**config.mk**
```make
export PLATFORM = sky130hd
export DESIGN_NAME = led_bank_arbiter
export DESIGN_NICKNAME = d
export VERILOG_FILES = /design/src/rtl/led_bank_arbiter.sv
export SDC_FILE = /design/constraint.sdc
export NUM_CORES = 1
export LEC_CHECK = 0
export CAP_MARGIN = 20
export CORE_UTILIZATION = 48
export CTS_CLUSTER_DIAMETER = 120
export DETAILED_ROUTE_END_ITERATION = 10
export GPL_TIMING_DRIVEN = 0
export PLACE_DENSITY = 0.83
export SLEW_MARGIN = 5
export SYNTH_ARGS = -nofsm -noshare
export SYNTH_HDL_FRONTEND = slang
export SYNTH_SLANG_ARGS = --single-unit
```
**constraint.sdc**
```tcl
create_clock -name clk -period 2.3 [get_ports clk]
set_clock_uncertainty 0.05 [all_clocks]
set_input_delay 0.345 -clock clk [delete_from_list [all_inputs] [get_ports clk]]
set_output_delay 0.345 -clock clk [all_outputs]
set_load 0.03 [all_outputs]
```
**src/rtl/led_bank_arbiter.sv**
```systemverilog
// Round-robin arbiter that shares one LED bank between NUM_REQ pattern sources.
// A winner keeps the bank for HOLD_TICKS prescaler ticks before it can be preempted.
module led_bank_arbiter #(
  parameter int NUM_REQ     = 4,
  parameter int LED_WIDTH   = 4,
  parameter int COUNT_WIDTH = 32,
  parameter int TICK_COUNT  = 25_000_000,
  parameter int HOLD_TICKS  = 4
) (
  input  logic                           clk,
  input  logic                           rst_n,
  input  logic [NUM_REQ-1:0]             req,
  input  logic [NUM_REQ*LED_WIDTH-1:0]   pattern,
  output logic [NUM_REQ-1:0]             grant,
  output logic [LED_WIDTH-1:0]           led,
  output logic                           tick,
  output logic                           busy
);

  localparam int OW = (NUM_REQ > 1) ? $clog2(NUM_REQ) : 1;
  localparam int HW = (HOLD_TICKS > 1) ? $clog2(HOLD_TICKS + 1) : 1;
  localparam logic [HW-1:0] HOLD_CAP = HW'(HOLD_TICKS);
  localparam logic [COUNT_WIDTH-1:0] TICK_TERM = COUNT_WIDTH'(TICK_COUNT);

  typedef enum logic [1:0] {
    IDLE   = 2'd0,
    OWN    = 2'd1,
    SWITCH = 2'd2
  } state_e;

  state_e                 state_q, state_d;
  logic [COUNT_WIDTH-1:0] cnt_q, cnt_d;
  logic                   tick_q, tick_d;
  logic [NUM_REQ-1:0]     grant_q, grant_d;
  logic [LED_WIDTH-1:0]   led_q, led_d;
  logic                   busy_q, busy_d;
  logic [OW-1:0]          last_q, last_d;
  logic [HW-1:0]          hold_q, hold_d;

  logic                   pick_valid;
  logic [OW-1:0]          pick_idx;
  logic [OW-1:0]          cand;
  logic                   owner_req;
  logic                   others_req;
  logic [LED_WIDTH-1:0]   owner_pat;

  // Scan starts one past the previous owner so every requester gets a turn.
  always_comb begin
    pick_valid = 1'b0;
    pick_idx   = last_q;
    cand       = last_q;
    for (int k = 1; k <= NUM_REQ; k++) begin
      cand = OW'((int'(last_q) + k) % NUM_REQ);
      if (!pick_valid && req[cand]) begin
        pick_valid = 1'b1;
        pick_idx   = cand;
      end
    end
  end

  assign owner_req  = req[last_q];
  assign others_req = |(req & ~grant_q);
  assign owner_pat  = pattern[last_q*LED_WIDTH +: LED_WIDTH];

  always_comb begin
    cnt_d   = (cnt_q == TICK_TERM) ? '0 : cnt_q + COUNT_WIDTH'(1);
    tick_d  = (cnt_q == TICK_TERM);
    state_d = state_q;
    grant_d = grant_q;
    led_d   = led_q;
    last_d  = last_q;
    hold_d  = hold_q;

    case (state_q)
      IDLE: begin
        grant_d = '0;
        led_d   = '0;
        if (pick_valid) begin
          grant_d           = '0;
          grant_d[pick_idx] = 1'b1;
          last_d            = pick_idx;
          hold_d            = '0;
          state_d           = OWN;
        end
      end
      OWN: begin
        led_d = owner_pat;
        if (tick_q && hold_q != HOLD_CAP) begin
          hold_d = hold_q + HW'(1);
        end
        // A release takes precedence; it lands in SWITCH just like preemption.
        if (!owner_req || (hold_q == HOLD_CAP && others_req)) begin
          grant_d = '0;
          state_d = SWITCH;
        end
      end
      SWITCH: begin
        grant_d = '0;
        if (pick_valid) begin
          grant_d[pick_idx] = 1'b1;
          last_d            = pick_idx;
          hold_d            = '0;
          state_d           = OWN;
        end else begin
          led_d   = '0;
          state_d = IDLE;
        end
      end
      default: begin
        grant_d = '0;
        led_d   = '0;
        state_d = IDLE;
      end
    endcase

    busy_d = |grant_d;
  end

  always_ff @(posedge clk or negedge rst_n) begin
    if (!rst_n) begin
      state_q <= IDLE;
      cnt_q   <= '0;
      tick_q  <= 1'b0;
      grant_q <= '0;
      led_q   <= '0;
      busy_q  <= 1'b0;
      last_q  <= OW'(NUM_REQ - 1);
      hold_q  <= '0;
    end else begin
      state_q <= state_d;
      cnt_q   <= cnt_d;
      tick_q  <= tick_d;
      grant_q <= grant_d;
      led_q   <= led_d;
      busy_q  <= busy_d;
      last_q  <= last_d;
      hold_q  <= hold_d;
    end
  end

  assign grant = grant_q;
  assign led   = led_q;
  assign tick  = tick_q;
  assign busy  = busy_q;

endmodule

```
==> results.json <==
{
  "rr_worst_depth": 6,
  "path_clk_slew_ps": 90,
  "port_buffers": 31,
  "dpl.hpwl_um": 3933,
  "grt_usage_pct": 21.75,
  "wirelength_um": 5374,
  "cts_buffers": 5,
  "worst_setup_path_end_kind": "flop",
  "core-area_um2": 4880,
  "async_reset_ff_share_pct": 100.0,
  "syn_nets": 264,
  "hold_viol": 0,
  "syn_avg_cell_area_um2": 10.51,
  "drt_iter0_markers": 136,
  "worstMarginPinSlew_ps": 779.1,
  "multi_input_area_um2": 1222,
  "grt_pass1_wl_um": 8949,
  "wl_per_cell_um": 15.49,
  "report.final.slew_viol_count": 0,
  "min_path_type": "flop to flop",
  "rsz0062_at_grt": "false",
  "yosys_warnings": 0,
  "synth.distinct_cells": 43,
  "synth_top_cell_area_share_pct": 47.00,
  "relSlewSlack_pct": 47.63,
  "vdd_drop_max_uv": 490.0,
  "gp_congestion": 0.7989,
  "dr.pass1.iters": 4,
  "arrival_ps": 2400,
  "syn_area_um2": 2502,
  "synth_edf_count": 0,
  "dp_slack_ps": -363.1,
  "yosys_most_used_dff": "dfrtp_1",
  "dp.cells": 338,
  "routed-via-count": 2008,
  "fillers": 420,
  "min_period_over_period_pct": 96.51,
  "cts_max_path_buffers": 2,
  "grt_max_degree": 31,
  "cts_sinks": 49,
  "p_sw_mw": 0.7949,
  "cts_tree": "done",
  "drc": 0,
  "setup_ws_ps": 80.26,
  "dieArea_um2": 5506,
  "leakage_nw": 1.233,
  "synth_cells": 238,
  "antenna_left": 0,
  "vias_per_cell": 5.787,
  "p_seq_share_pct": 44.6,
  "cp_max_fo": 10,
  "clkPwrFrac_pct": 20.7,
  "setup_violations": 0,
  "cp.required_ps": 2480,
  "power_density_nw_per_um2": 779.8,
  "synth_top_cell_by_area": "dfrtp_1",
  "crit_type": "flop to flop",
  "drv_cap": 0,
  "insertion_delay_ps": 310,
  "area_growth_pct": 20.85,
  "seq_area_frac_synth_pct": 49.10,
  "final_cells": 347,
  "swShare_pct": 33.71,
  "startpoint_type": "flop",
  "status": "finished clean",
  "die_h_um": 74.21,
  "power_mw": 2.358,
  "n_antenna_cell": 0,
  "drive_gt1_share_pct": 10.71,
  "ff_latch_area_um2": 1230,
  "ctsRootBufferMaster": "clkbuf_8",
  "p_comb_share_pct": 34.7,
  "ys_seq_elements": 49,
  "grt_pass1_vias": 1925,
  "die_w_um": 74.21,
  "ios": 32,
  "nets": 305,
  "start_util_pct": 51.28,
  "r2r_slack_ps": 80,
  "h-tree-depth": 2,
  "min_period_ps": 2220,
  "num_rows": 25,
  "antenna_found_initial": 0,
  "min_path_cells": 1,
  "grt_overflow": 0,
  "ys_top_cells_by_area": "dfrtp_1 47%, xnor2_1 5.6%, mux4_2 3.6%",
  "p_int_mw": 1.563,
  "fmax_mhz": 450.5
}
stage by stage:
stage | util [%] | hold WS, ps | area [um^2] | TNS (ps)
after global routing | 61.97 | 475.5 | 3024 | 0
after global placement | 59.36 | 412.9 | 2897 | -26720
after detailed placement | 59.77 | 278.6 | 2917 | -3238
after CTS | 61.87 | 437.1 | 3019 | 0
final | 61.97 | 435.9 | 3024 | 0
after floorplan | - | -0.5911 | 2502 | 0
per-layer routing:
layer  up-vias  wire length [um]  GRT usage, %
met4         0                86         9.188
li1        964                 -             -
met2        39              2720         35.86
met5         -                 0             0
met3         9               183         4.201
met1       996              2383         28.15
synth_stat cells (all sizes together) (3+ instances only):
library cell / n
a21oi: 10
a22o: 3
a32o: 4
and3: 5
and4: 3
clkbuf: 6
dfrtp: 47
ha: 4
inv: 9
mux4: 4
nand2: 10
nand2b: 10
nand3: 13
nand4: 11
nor2: 17
nor2b: 3
nor3: 3
nor4: 7
o21ai: 10
o31ai: 3
or3: 5
or4: 5
xnor2: 16
xor2: 5
final timing paths:
check | startpoint | end
worst min-delay path | cnt_q[31] | cnt_q[31]
min in group asynchronous | rst_n | led[1]
worst max-delay path | cnt_q[1] | cnt_q[18]
max in group asynchronous | rst_n | last_q[0]
worst max register to register | cnt_q[1] | cnt_q[18]
worst min register to register | cnt_q[31] | cnt_q[31]
flip-flops by register name, indices dropped and copies added, names as in the netlist:
signal	count
last_q	2
led	4
state_q	2
tick	1
hold_q	3
cnt_q	32
grant	4
busy	1
placed cells by master (no fill, tap or decap), types with 6 or more instances in the layout:
master	count
dfrtp_1	46
clkdlybuf4s50_1	30
nor2_1	17
xnor2_1	16
nand3_1	12
nand4_1	11
nand2b_1	10
nand2_1	10
o21ai_0	10
a21oi_1	10
inv_1	9
nor4_1	6
repair_timing:
item / in CTS / in global routing
setup buffers: 0 / 0
hold endpoints to repair: 19 / 0
resized for setup: 2 / 7
setup endpoints to repair: 12 / 14
hold buffers: 1 / 0
cell families (layout without fill, tap and decap cells):
| kind of cell | count (synthesis) | in the layout | share of synthesized area (%) |
|---|---|---|---|
| AND/OR/NAND/NOR | 98 | 98 | 22.30 |
| flip-flops | 49 | 49 | 49.10 |
| AO/OA/AOI/OAI | 43 | 43 | 11.90 |
| XOR/XNOR | 21 | 21 | 7.350 |
| buffers and inverters | 16 | 58 | 2.450 |
| multiplexers | 7 | 7 | 4.900 |
| adder cells (fa/ha/maj) | 4 | 4 | 2.000 |
power by group through the flow:
stage / combinational (mW) / clock [mW] / sequential [mW]
after global routing: 0.887 / 0.528 / 1.07
final: 0.818 / 0.488 / 1.05
after CTS: 0.828 / 0.498 / 1.05
after floorplan: 0.411 / 0 / 1.17
after detailed placement: 0.815 / 0 / 1.07
after global placement: 0.780 / 0 / 1.07
cell type report:
type	instances	area share, %
timing repair buffer	34	11.25
inverter	9	1.117
clock inverter	2	0.3310
multi-input combinational	173	40.42
buffer	7	1.034
sequential	49	40.67
clock buffer	6	2.400
tap	67	2.772
critical path: stages (launching register included):
cell and delay [ps]:
dfrtp_1 440, ha_1 270, nand2_1 110, or4_1 530
clkbuf_2 210, or3_1 360, a21oi_1 170
No activity file was read; power rests on OpenSTA's default activity.
